<file path="src/rtl/ps2_key_rx_if.sv">
// rtl/ps2_key_rx_if.sv - bus bundle between a host and the PS/2 key event receiver
//
// Purpose: groups the key-word input, event FIFO read side, status flags and
// held-key query port of ps2_key_rx into one interface.
// Signals:
//   ps2_key      host -> rx  11-bit key word {toggle, pressed, extended, code}
//   clr_state    host -> rx  synchronous clear of held state, FIFO and overflow
//   evt_rd       host -> rx  pop the head event
//   evt_valid    rx -> host  FIFO non-empty
//   evt_data     rx -> host  head event {pressed, extended, code}
//   evt_count    rx -> host  FIFO occupancy
//   overflow     rx -> host  sticky event-dropped flag
//   key_down_any rx -> host  at least one key held
//   query_code   host -> rx  {extended, code} held-state lookup address
//   query_down   rx -> host  held state of query_code (one cycle later)
interface ps2_key_rx_if;
    logic [10:0] ps2_key;
    logic        clr_state;
    logic        evt_rd;
    logic        evt_valid;
    logic [9:0]  evt_data;
    logic [6:0]  evt_count;
    logic        overflow;
    logic        key_down_any;
    logic [8:0]  query_code;
    logic        query_down;

    modport master (
        output ps2_key, clr_state, evt_rd, query_code,
        input  evt_valid, evt_data, evt_count, overflow, key_down_any, query_down
    );

    modport slave (
        input  ps2_key, clr_state, evt_rd, query_code,
        output evt_valid, evt_data, evt_count, overflow, key_down_any, query_down
    );
endinterface

</file>
<file path="src/rtl/ps2_key_rx.sv">
// rtl/ps2_key_rx.sv - PS/2 key word receiver with event FIFO and held-key bitmap
//
// Purpose: watches the toggle bit of the hps_io key word, turns each toggle
// into a {pressed, extended, code} event, queues events in a show-ahead FIFO
// and tracks which keys are currently held.
// Ports:
//   clk      system clock, rising edge
//   reset_n  asynchronous active-low reset
//   bus      ps2_key_rx_if.slave (key word in, FIFO read side, status, query)
module ps2_key_rx #(
    parameter int FIFO_DEPTH = 8
) (
    input  logic         clk,
    input  logic         reset_n,
    ps2_key_rx_if.slave  bus
);

    localparam int         AW      = (FIFO_DEPTH > 1) ? $clog2(FIFO_DEPTH) : 1;
    localparam logic [6:0] DEPTH_C = 7'(FIFO_DEPTH);

    logic [10:0]   s1_q, s1_d;
    logic          t_prev_q, t_prev_d;
    logic          primed_q, primed_d;
    logic [AW-1:0] wr_ptr_q, wr_ptr_d;
    logic [AW-1:0] rd_ptr_q, rd_ptr_d;
    logic [6:0]    count_q, count_d;
    logic          overflow_q, overflow_d;
    logic [511:0]  held_q, held_d;
    logic [9:0]    held_count_q, held_count_d;
    logic          key_down_any_q, key_down_any_d;
    logic          query_down_q, query_down_d;
    logic [9:0]    mem_q [FIFO_DEPTH];

    logic          evt_det;
    logic [8:0]    evt_idx;
    logic          full, empty, pop, do_write, mem_we;

    always_comb begin
        s1_d     = bus.ps2_key;
        primed_d = 1'b1;
        // On the priming edge t_prev takes the toggle that s1 is loading now,
        // so a toggle already set at reset exit never looks like an event.
        t_prev_d = primed_q ? s1_q[10] : bus.ps2_key[10];

        evt_det  = primed_q && (s1_q[10] != t_prev_q);
        evt_idx  = s1_q[8:0];

        full     = (count_q == DEPTH_C);
        empty    = (count_q == 7'd0);
        pop      = bus.evt_rd && !empty;
        // A full FIFO still accepts a push when the same edge frees a slot.
        do_write = evt_det && (!full || pop);

        wr_ptr_d       = wr_ptr_q;
        rd_ptr_d       = rd_ptr_q;
        count_d        = count_q;
        overflow_d     = overflow_q;
        held_d         = held_q;
        held_count_d   = held_count_q;
        mem_we         = 1'b0;

        if (bus.clr_state) begin
            wr_ptr_d     = '0;
            rd_ptr_d     = '0;
            count_d      = 7'd0;
            overflow_d   = 1'b0;
            held_d       = '0;
            held_count_d = 10'd0;
        end else begin
            if (do_write) begin
                mem_we   = 1'b1;
                wr_ptr_d = wr_ptr_q + AW'(1);
            end
            if (pop) begin
                rd_ptr_d = rd_ptr_q + AW'(1);
            end
            count_d = count_q + 7'(do_write) - 7'(pop);
            if (evt_det && full && !pop) begin
                overflow_d = 1'b1;
            end
            // The bitmap follows every event, including ones the FIFO drops.
            if (evt_det) begin
                if (s1_q[9]) begin
                    if (!held_q[evt_idx]) begin
                        held_count_d = held_count_q + 10'd1;
                    end
                    held_d[evt_idx] = 1'b1;
                end else begin
                    if (held_q[evt_idx]) begin
                        held_count_d = held_count_q - 10'd1;
                    end
                    held_d[evt_idx] = 1'b0;
                end
            end
        end

        key_down_any_d = (held_count_d != 10'd0);
        // Looks at the bitmap before this edge's update: no same-cycle bypass.
        query_down_d   = held_q[bus.query_code];
    end

    always_ff @(posedge clk or negedge reset_n) begin
        if (!reset_n) begin
            s1_q           <= '0;
            t_prev_q       <= 1'b0;
            primed_q       <= 1'b0;
            wr_ptr_q       <= '0;
            rd_ptr_q       <= '0;
            count_q        <= 7'd0;
            overflow_q     <= 1'b0;
            held_q         <= '0;
            held_count_q   <= 10'd0;
            key_down_any_q <= 1'b0;
            query_down_q   <= 1'b0;
        end else begin
            s1_q           <= s1_d;
            t_prev_q       <= t_prev_d;
            primed_q       <= primed_d;
            wr_ptr_q       <= wr_ptr_d;
            rd_ptr_q       <= rd_ptr_d;
            count_q        <= count_d;
            overflow_q     <= overflow_d;
            held_q         <= held_d;
            held_count_q   <= held_count_d;
            key_down_any_q <= key_down_any_d;
            query_down_q   <= query_down_d;
        end
    end

    // Event storage needs no reset: occupancy alone decides what is valid.
    always_ff @(posedge clk) begin
        if (mem_we) begin
            mem_q[wr_ptr_q] <= s1_q[9:0];
        end
    end

    assign bus.evt_valid    = !empty;
    assign bus.evt_data     = mem_q[rd_ptr_q];
    assign bus.evt_count    = count_q;
    assign bus.overflow     = overflow_q;
    assign bus.key_down_any = key_down_any_q;
    assign bus.query_down   = query_down_q;

endmodule
</file>
<file path="src/flat_wrapper.sv">
// flat-port wrapper written by rule: the top's interface ports become plain ports
module ps2_key_rx_flat 
#(
    parameter int FIFO_DEPTH = 8
)
  (clk, reset_n, bus_ps2_key, bus_clr_state, bus_evt_rd, bus_query_code, bus_evt_valid, bus_evt_data, bus_evt_count, bus_overflow, bus_key_down_any, bus_query_down);
  ps2_key_rx_if bus_i ();
  input  logic clk;
  input  logic reset_n;
  input wire logic [$bits(bus_i.ps2_key)-1:0] bus_ps2_key;
  input wire logic [$bits(bus_i.clr_state)-1:0] bus_clr_state;
  input wire logic [$bits(bus_i.evt_rd)-1:0] bus_evt_rd;
  input wire logic [$bits(bus_i.query_code)-1:0] bus_query_code;
  output wire logic [$bits(bus_i.evt_valid)-1:0] bus_evt_valid;
  output wire logic [$bits(bus_i.evt_data)-1:0] bus_evt_data;
  output wire logic [$bits(bus_i.evt_count)-1:0] bus_evt_count;
  output wire logic [$bits(bus_i.overflow)-1:0] bus_overflow;
  output wire logic [$bits(bus_i.key_down_any)-1:0] bus_key_down_any;
  output wire logic [$bits(bus_i.query_down)-1:0] bus_query_down;
  assign bus_i.ps2_key = bus_ps2_key;
  assign bus_i.clr_state = bus_clr_state;
  assign bus_i.evt_rd = bus_evt_rd;
  assign bus_i.query_code = bus_query_code;
  assign bus_evt_valid = bus_i.evt_valid;
  assign bus_evt_data = bus_i.evt_data;
  assign bus_evt_count = bus_i.evt_count;
  assign bus_overflow = bus_i.overflow;
  assign bus_key_down_any = bus_i.key_down_any;
  assign bus_query_down = bus_i.query_down;
  ps2_key_rx #(.FIFO_DEPTH(FIFO_DEPTH)) u_core (.clk(clk), .reset_n(reset_n), .bus(bus_i));
endmodule
</file>
<file path="config.mk">
export PLATFORM = sky130hd
export DESIGN_NAME = ps2_key_rx_flat
export DESIGN_NICKNAME = d
export VERILOG_FILES = /design/src/rtl/ps2_key_rx_if.sv /design/src/rtl/ps2_key_rx.sv /design/src/flat_wrapper.sv
export SDC_FILE = /design/constraint.sdc
export NUM_CORES = 2
export LEC_CHECK = 0
export ABC_AREA = 1
export ABC_CLOCK_PERIOD_IN_PS = 3930
export BUFFER_PORTS_ARGS = -buffer_cell sky130_fd_sc_hd__buf_2
export CAP_MARGIN = 20
export CELL_PAD_IN_SITES_DETAIL_PLACEMENT = 1
export CELL_PAD_IN_SITES_GLOBAL_PLACEMENT = 1
export CORE_ASPECT_RATIO = 0.75
export CORE_MARGIN = 2
export CORE_UTILIZATION = 25
export DETAILED_ROUTE_END_ITERATION = 10
export MAX_ROUTING_LAYER = met4
export PLACE_DENSITY = 0.49
export SLEW_MARGIN = 20
export SYNTH_ARGS = -nofsm -noshare
export SYNTH_HDL_FRONTEND = slang
export SYNTH_SLANG_ARGS = --single-unit
</file>
<file path="constraint.sdc">
create_clock -name clk -period 3.93 [get_ports clk]
set_input_delay 0.786 -clock clk [delete_from_list [all_inputs] [get_ports clk]]
set_output_delay 0.786 -clock clk [all_outputs]
set_load 0.02 [all_outputs]
</file>
# Yosys cells after proc, flatten, opt, wreduce, memory -nomap -nowiden
# Memory sizes are Yosys's and may differ from the RTL's.
# Index checks and enable logic that the tools add are counted.
classes:
  reduce_logical: 16
  n_bitwise: 3
  magnitude_cmp: 3
  n_eq_ne: 2
  n_addsub: 6
  muxes: 26
op_table:
  columns: ["operator", "count"]
  rows:
  - ["512-bit 2-to-1 mux", 3]
  - ["512-bit bitwise AND", 1]
  - ["512-bit inverter", 1]
  - ["512-bit bitwise OR", 1]
  - ["10-bit 2-to-1 mux", 5]
  - ["9-bit by 10-bit less-than comparator with 1-bit output, second input constant", 2]
  - ["1-bit binary-select mux with 9-bit select", 2]
  - ["3-bit 2-to-1 mux", 4]
  - ["10-bit by 1-bit adder with 10-bit output, second input constant", 1]
  - ["1-bit 2-to-1 mux", 10]
  - ["10-bit nonzero test", 1]
  - ["10-bit by 1-bit subtractor with 10-bit output, second input constant", 1]
  - ["1-bit demux with 9-bit select", 1]
  - ["9-bit by 1-bit >= comparator with 1-bit output, second input constant", 1]
  - ["2-bit nonzero test", 4]
  - ["7-bit by 1-bit adder with 7-bit output", 1]
  - ["7-bit by 4-bit equality test with 1-bit output, second input constant", 1]
  - ["7-bit logical NOT", 1]
  - ["7-bit 2-to-1 mux", 1]
  - ["7-bit by 1-bit subtractor with 7-bit output", 1]
  - ["3-bit by 1-bit adder with 3-bit output, second input constant", 2]
  - ["1-bit logical AND", 6]
  - ["1-bit logical NOT", 3]
  - ["1-bit logical OR", 1]
  - ["1-bit inequality test", 1]
word_totals:
  elab_cells: 68
  reg_bits: 551
  mem_count: 1
  output_inout_bits: 21
  ramBits: 80
mem_list:
  columns: ["memory", "words", "width", "read_ports", "rd_ports_with_merged_regs", "wr", "line_no", "text"]
  rows:
  - ["u_core.mem_q", 8, 10, 1, 0, 1, "ps2_key_rx.sv:32", "logic [9:0] mem_q [FIFO_DEPTH];"]

# Depth between registers and ports, before layout
depth:
  ltp_word: 9
  mapped_depth: 28
  ltp_nobuf: 24

# Worst setup path before layout
# OpenSTA, ideal clock, no wires.
synth_timing:
  path_kind: "reg-to-reg"
  start: "reg u_core.count_q[5], in the netlist u_core.bus.evt_count[5]"
  end: "reg u_core.count_q[6], in the netlist u_core.bus.evt_count[6]"
  n_path_buf: 0
  path_stages_with_launch: 20
  arrival_ns: 3.002
  path_slack_ns: 0.851
  synth_period_minus_slack_ns: 3.079
  setup_ns: 0.078
  cell_sequence: "dfrtp_1 -> inv_1 -> ha_1 -> inv_1 -> nor2_1 -> nand3_1 -> nand2_1 -> inv_1 -> ha_1 -> inv_1 -> ha_1 -> inv_1 -> fa_1 -> o31ai_1 -> inv_1 -> nor2_1 -> nor2_1 -> o21bai_1 -> o21ai_0 -> a21oi_1"
synth_between:
  elab_chain_len: 8
synth_rtl:
  columns: ["element", "line_no", "text"]
  rows:
  - ["from (decl)", "ps2_key_rx.sv:26", "logic [6:0] count_q, count_d;"]
  - ["from (signal assigned)", "ps2_key_rx.sv:121", "count_q <= count_d;"]
  - ["7-bit logical NOT *", "ps2_key_rx.sv:49", "empty = (count_q == 7'd0);"]
  - ["1-bit logical NOT *", null, null]
  - ["net bus_evt_valid", "flat_wrapper.sv:14", "output wire logic [$bits(bus_i.evt_valid)-1:0] bus_evt_valid;"]
  - ["1-bit logical AND *", "ps2_key_rx.sv:50", "pop = bus.evt_rd && !empty;"]
  - ["1-bit logical OR", "ps2_key_rx.sv:52", "do_write = evt_det && (!full || pop);"]
  - ["1-bit logical AND", "ps2_key_rx.sv:52", null]
  - ["7-bit by 1-bit adder with 7-bit output", "ps2_key_rx.sv:77", "count_d = count_q + 7'(do_write) - 7'(pop);"]
  - ["7-bit by 1-bit subtractor with 7-bit output *", "ps2_key_rx.sv:77", null]
  - ["7-bit 2-to-1 mux *", "ps2_key_rx.sv:62", "if (bus.clr_state) begin"]
  - ["net u_core.count_d[6]", "ps2_key_rx.sv:26", null]
# The timed path passes the listed nets; every way through them passes the cells marked *.
# A chain may end at the register's enable or synchronous reset.

# Final worst setup path
layout_timing:
  start: "reg u_core.s1_q[0]"
  end: "reg u_core.key_down_any_q, in the netlist u_core.bus.key_down_any"
layout_between:
  elab_chain_len: 7
layout_rtl:
  columns: ["element", "line_no", "text"]
  rows:
  - ["from (decl)", "ps2_key_rx.sv:21", "logic [10:0] s1_q, s1_d;"]
  - ["from (signal assigned)", "ps2_key_rx.sv:104", "s1_q <= '0;"]
  - ["from (signal assigned)", "ps2_key_rx.sv:116", "s1_q <= s1_d;"]
  - ["1-bit binary-select mux with 9-bit select *", "ps2_key_rx.sv:84, ps2_key_rx.sv:89", null]
  - ["1-bit 2-to-1 mux (implied by the code) *", "ps2_key_rx.sv:84, ps2_key_rx.sv:89", null]
  - ["10-bit 2-to-1 mux, on equally long branches", "ps2_key_rx.sv:89, ps2_key_rx.sv:84", null]
  - ["10-bit 2-to-1 mux *", "ps2_key_rx.sv:83", "if (s1_q[9]) begin"]
  - ["10-bit 2-to-1 mux *", "ps2_key_rx.sv:82", "if (evt_det) begin"]
  - ["10-bit 2-to-1 mux *", "ps2_key_rx.sv:62", null]
  - ["10-bit nonzero test *", "ps2_key_rx.sv:97", "key_down_any_d = (held_count_d != 10'd0);"]
  - ["net u_core.key_down_any_d", "ps2_key_rx.sv:30", "logic key_down_any_q, key_down_any_d;"]
  - ["to (signal assigned)", "ps2_key_rx.sv:125", "key_down_any_q <= key_down_any_d;"]
  - ["to (decl)", "ps2_key_rx.sv:30", null]
# The timed path passes the listed nets; every way through them passes the cells marked *. The select of a mux whose other input is x is not followed.

==> insert_results.sql <==
INSERT INTO impl_metrics (metric_group, metric, value, unit) VALUES
('critical_path', 'worst_ep_required_time', '4.54', 'ns'),
('floorplanning', 'start_util', '0.251', ''),
('placement', 'post-dp-hpwl', '130', 'mm'),
('synth', 'ys_ff_latch', '631', ''),
('routing', 'route.vias.total', '44400', ''),
('clocking', 'cts_hold_buffers', '0', ''),
('cells_and_area', 'mostFrequentLayoutCell', 'sky130_fd_sc_hd__o21ai_0', ''),
('clocking', 'cts_resized', '0', ''),
('sta', 'report.final.setup_viol', '0', ''),
('grt', 'grt_overflow', '0', ''),
('critical_path', 'worst-path-buf-inv', '4', ''),
('clocking', 'register_clock_pin_slew_on_the_reported_worst_setup_and_hold_paths', '0.06', 'ns'),
('floorplanning', 'die_height', '356', 'um'),
('floorplanning', 'floorplan.rows', '129', ''),
('cells_and_area', 'synthToLayoutAreaGrowth', '16.3', '%'),
('worst_hold_path', 'worst_hold_path_type', 'in -> async', ''),
('placement', 'numPlacedInstances', '7871', ''),
('cells_and_area', 'post_route_cells_drive_above_1_share', '0.0877', ''),
('floorplanning', 'die_w', '473', 'um'),
('synth', 'synthCells', '5922', ''),
('critical_path', 'path_delay_family', 'simple AND/OR/NAND/NOR gates', ''),
('clocking', 'cts.root.buffer_cell', 'sky130_fd_sc_hd__clkbuf_16', ''),
('routing', 'drtAntennaViolNets', '0', ''),
('routing', 'detailedRoute.firstPassIterationCount', '5', ''),
('sta', 'rsz0062_at_grt', 'no', ''),
('synth', 'syn-mean-instance-area', '6.97', 'um2'),
('critical_path', 'critical_path_peak_fanout', '66', ''),
('sta', 'post_route_clock_period_utilization', '0.937', ''),
('cells_and_area', 'fillers', '20000', ''),
('floorplanning', 'core_area', '164000', 'um2'),
('sta', 'post-route-min-period', '3.68', 'ns'),
('placement', 'pre_cts_slack', '0.311', 'ns'),
('synth', 'synth_cell_type_count', '39', ''),
('critical_path', 'worst_setup_path_start_kind', 'flip-flop', ''),
('cells_and_area', 'final_core_utilization', '0.292', ''),
('placement', 'quantity_of_i_o_buffers_inserted_on_ports', '44', ''),
('routing', 'average_routed_wire_per_standard_cell', '26.9', 'um'),
('outcome', 'status', 'finished, final reports clean', ''),
('routing', 'vias_per_cell', '5.53', ''),
('grt', 'track_usage', '0.261', ''),
('flow_run', 'drv_cap', '0', ''),
('clocking', 'cts_buffers', '81', ''),
('sta', 'timing_max_transition_violations_final', '0', ''),
('critical_path', 'end_kind', 'flip-flop', ''),
('sta', 'fin_skew', '0.0403', 'ns'),
('grt', 'grt_start_max_net_pins', '117', ''),
('cells_and_area', 'layout.nets', '5832', ''),
('placement', 'gpl.final_weighted_congestion', '0.844', ''),
('clocking', 'tritoncts', 'built', ''),
('grt', 'grt_first_pass_wirelength', '319', 'mm'),
('synth', 'synth_sequential_area_ratio', '0.392', ''),
('critical_path', 'worstSetupPathType', 'reg -> reg', ''),
('synth', 'cell_area_after_technology_mapping', '41300', 'um2'),
('critical_path', 'crit_path_max_incr_delay', '0.49', 'ns'),
('power_and_ir_drop', 'p_per_area', '369', 'nW/um2'),
('clocking', 'cts-root-to-sink-buffers', '3', ''),
('clocking', 'number_of_sinks_driven_by_the_clock_tree', '631', ''),
('clocking', 'cts.htree.levels', '3', ''),
('power_and_ir_drop', 'vdd_ir_drop_max', '0.342', 'mV'),
('critical_path', 'crit_path_dat', '4.29', 'ns'),
('critical_path', 'timing.critical_path.mode_cell', 'sky130_fd_sc_hd__nand2_1', ''),
('sta', 'fmax', '272', 'MHz'),
('sta', 'worst_slew_margin_rel', '0.264', ''),
('grt', 'grt_pass1_vias', '44200', ''),
('cells_and_area', 'final_cell_count_no_fill', '8027', ''),
('power_and_ir_drop', 'p_leak', '18.7', 'nW'),
('critical_path', 'critical-path-slowest-cell', 'sky130_fd_sc_hd__dfrtp_4', ''),
('sta', 'worstMarginPinSlew', '1.10', 'ns'),
('routing', 'detail_route.iter0.violations', '3572', ''),
('sta', 'finalSetupTns', '0', 'ns'),
('sta', 'timing_hold_violations_final', '0', ''),
('cells_and_area', 'layout_common_cells', 'sky130_fd_sc_hd__o21ai_0 (1,505), sky130_fd_sc_hd__nand2_1 (1,274), sky130_fd_sc_hd__dfrtp_1 (548), sky130_fd_sc_hd__inv_1 (509), sky130_fd_sc_hd__a21oi_1 (353)', ''),
('sta', 'fin_ws', '0.247', 'ns'),
('synth', 'synth.net_count', '5961', ''),
('power_and_ir_drop', 'total_power', '17.7', 'mW'),
('clocking', 'post-cts-setup-buffer-count', '0', ''),
('floorplanning', 'num_io_pins', '45', ''),
('floorplanning', 'floorplan.die_area', '168000', 'um2'),
('routing', 'drc', '0', ''),
('synth', 'synth.yosys.warnings', '0', ''),
('grt', 'grt_antenna_before_repair', '10', ''),
('clocking', 'clk_latency', '0.74', 'ns'),
('routing', 'routed_wirelength', '216', 'mm');
-- per-stage QoR --
stage | hold slack (ns) | cell area [um2]
final | 0.0588 | 48000
after global routing | 0.104 | 48000
after CTS | 0.0862 | 48000
after detailed placement | 0.532 | 45200
after global placement | 0.501 | 45200
after floorplan | 0.490 | 41300
-- registers in the layout, summed over array words and instances (netlist names), 3 cells and up --
register	count
u_core.held_q	512
u_core.rd_ptr_q	3
u_core.held_count_q	10
u_core.wr_ptr_q	3
u_core.bus.evt_count	7
u_core.mem_q	80
u_core.s1_q	11
-- layout make-up --
class | count | area, um2 | share of cell area
multi-input cells | 4206 | 21000 | 0.437
flip-flops and latches | 631 | 16200 | 0.338
repair buffers | 337 | 3290 | 0.0686
well taps | 2161 | 2700 | 0.0563
clock buffers | 120 | 2400 | 0.0499
inverters | 536 | 2040 | 0.0424
clock inverters | 31 | 368 | 0.00766
diodes | 5 | 12.5 | 0.000261
-- worst paths after layout --
path	start	cells past startpoint	to	slack (ns)
worst max-delay path	u_core.s1_q[0]	27	u_core.bus.key_down_any	0.25
worst min-delay path	reset_n	1	u_core.s1_q[5]	0.06
worst max register to register	u_core.s1_q[0]	27	u_core.bus.key_down_any	0.25
worst min register to register	u_core.bus.overflow	2	u_core.bus.overflow	0.53
max in group asynchronous	reset_n	3	u_core.rd_ptr_q[1]	2.76
min in group clk	bus_ps2_key[8]	1	u_core.s1_q[8]	0.15
-- cell families (layout without fill, tap and decap cells) --
| family | after synthesis | in the layout | share of synthesized area |
|---|---|---|---|
| other | 1 | 6 | 0.0000909 |
| adders and majority gates | 15 | 15 | 0.00473 |
| and+or+nand+nor | 1799 | 1799 | 0.170 |
| DFF | 631 | 631 | 0.392 |
| xor gates and xnor gates | 9 | 9 | 0.00191 |
| AOI/OAI and AO/OA | 2380 | 2380 | 0.330 |
| buffers and inverters | 1085 | 1024 | 0.101 |
| muxes | 2 | 2 | 0.000515 |
-- worst reg2reg max path: stages, from the launching register on --
cell and delay [ns]:
sky130_fd_sc_hd__dfrtp_4 0.49, sky130_fd_sc_hd__buf_12 0.24, sky130_fd_sc_hd__buf_12 0.33, sky130_fd_sc_hd__buf_4 0.30, sky130_fd_sc_hd__nand2_1 0.07, sky130_fd_sc_hd__o21ai_0 0.07
sky130_fd_sc_hd__nand2_1 0.07, sky130_fd_sc_hd__nand2_1 0.07, sky130_fd_sc_hd__nand2_1 0.05, sky130_fd_sc_hd__nand2_1 0.06, sky130_fd_sc_hd__nor2_1 0.03, sky130_fd_sc_hd__nor2_1 0.22
sky130_fd_sc_hd__nor2_1 0.08, sky130_fd_sc_hd__nand2_1 0.19, sky130_fd_sc_hd__nand2_1 0.12, sky130_fd_sc_hd__nand2_1 0.08, sky130_fd_sc_hd__nor2_1 0.05, sky130_fd_sc_hd__nand2_2 0.20
sky130_fd_sc_hd__buf_4 0.18, sky130_fd_sc_hd__nand2_1 0.05, sky130_fd_sc_hd__nand2_1 0.06, sky130_fd_sc_hd__nand2_1 0.05, sky130_fd_sc_hd__nand2_1 0.11, sky130_fd_sc_hd__nand2_1 0.05
sky130_fd_sc_hd__nand3_1 0.11, sky130_fd_sc_hd__nand2_1 0.06, sky130_fd_sc_hd__nor2_1 0.09, sky130_fd_sc_hd__nand3_1 0.06
-- synth_stat cells (all sizes together) --
cell    count  share of area
nand3     142          0.017
xor2        8         0.0017
xnor2       1        0.00021
inv       528          0.048
nand4       6        0.00091
a221oi     60          0.013
conb        1       0.000091
o32ai       4        0.00085
buf        75         0.0091
edfxtp     80          0.058
ha         14         0.0042
a21oi     353          0.043
o31ai     101          0.018
o22ai      38         0.0058
clkbuf    474          0.043
o21a        2        0.00036
mux2        1        0.00027
nand2    1276           0.12
clkinv      8        0.00073
o221ai      8         0.0017
o21bai      1        0.00018
fa          1        0.00049
nor3       23         0.0028
mux2i       1        0.00024
a211oi      1        0.00018
nor2      349          0.032
nor4        3        0.00045
dfrtp     551           0.33
a31oi      10         0.0015
o21ai    1507           0.18
o311ai    295          0.063
-- per-layer routing --
layer,vias up,share of wire,GRT usage
met5,-,0,-
met4,0,0.022,0.0577
met3,231,0.047,0.0349
met2,1040,0.44,0.391
met1,22900,0.49,0.372
li1,20200,-,-
-- where the power goes --
group	switching, mW	internal, mW
clock network	3.47	4.63
logic	2.16	0.703
registers	0.0702	6.68
Note: power is estimated with default switching activity, not from simulation.
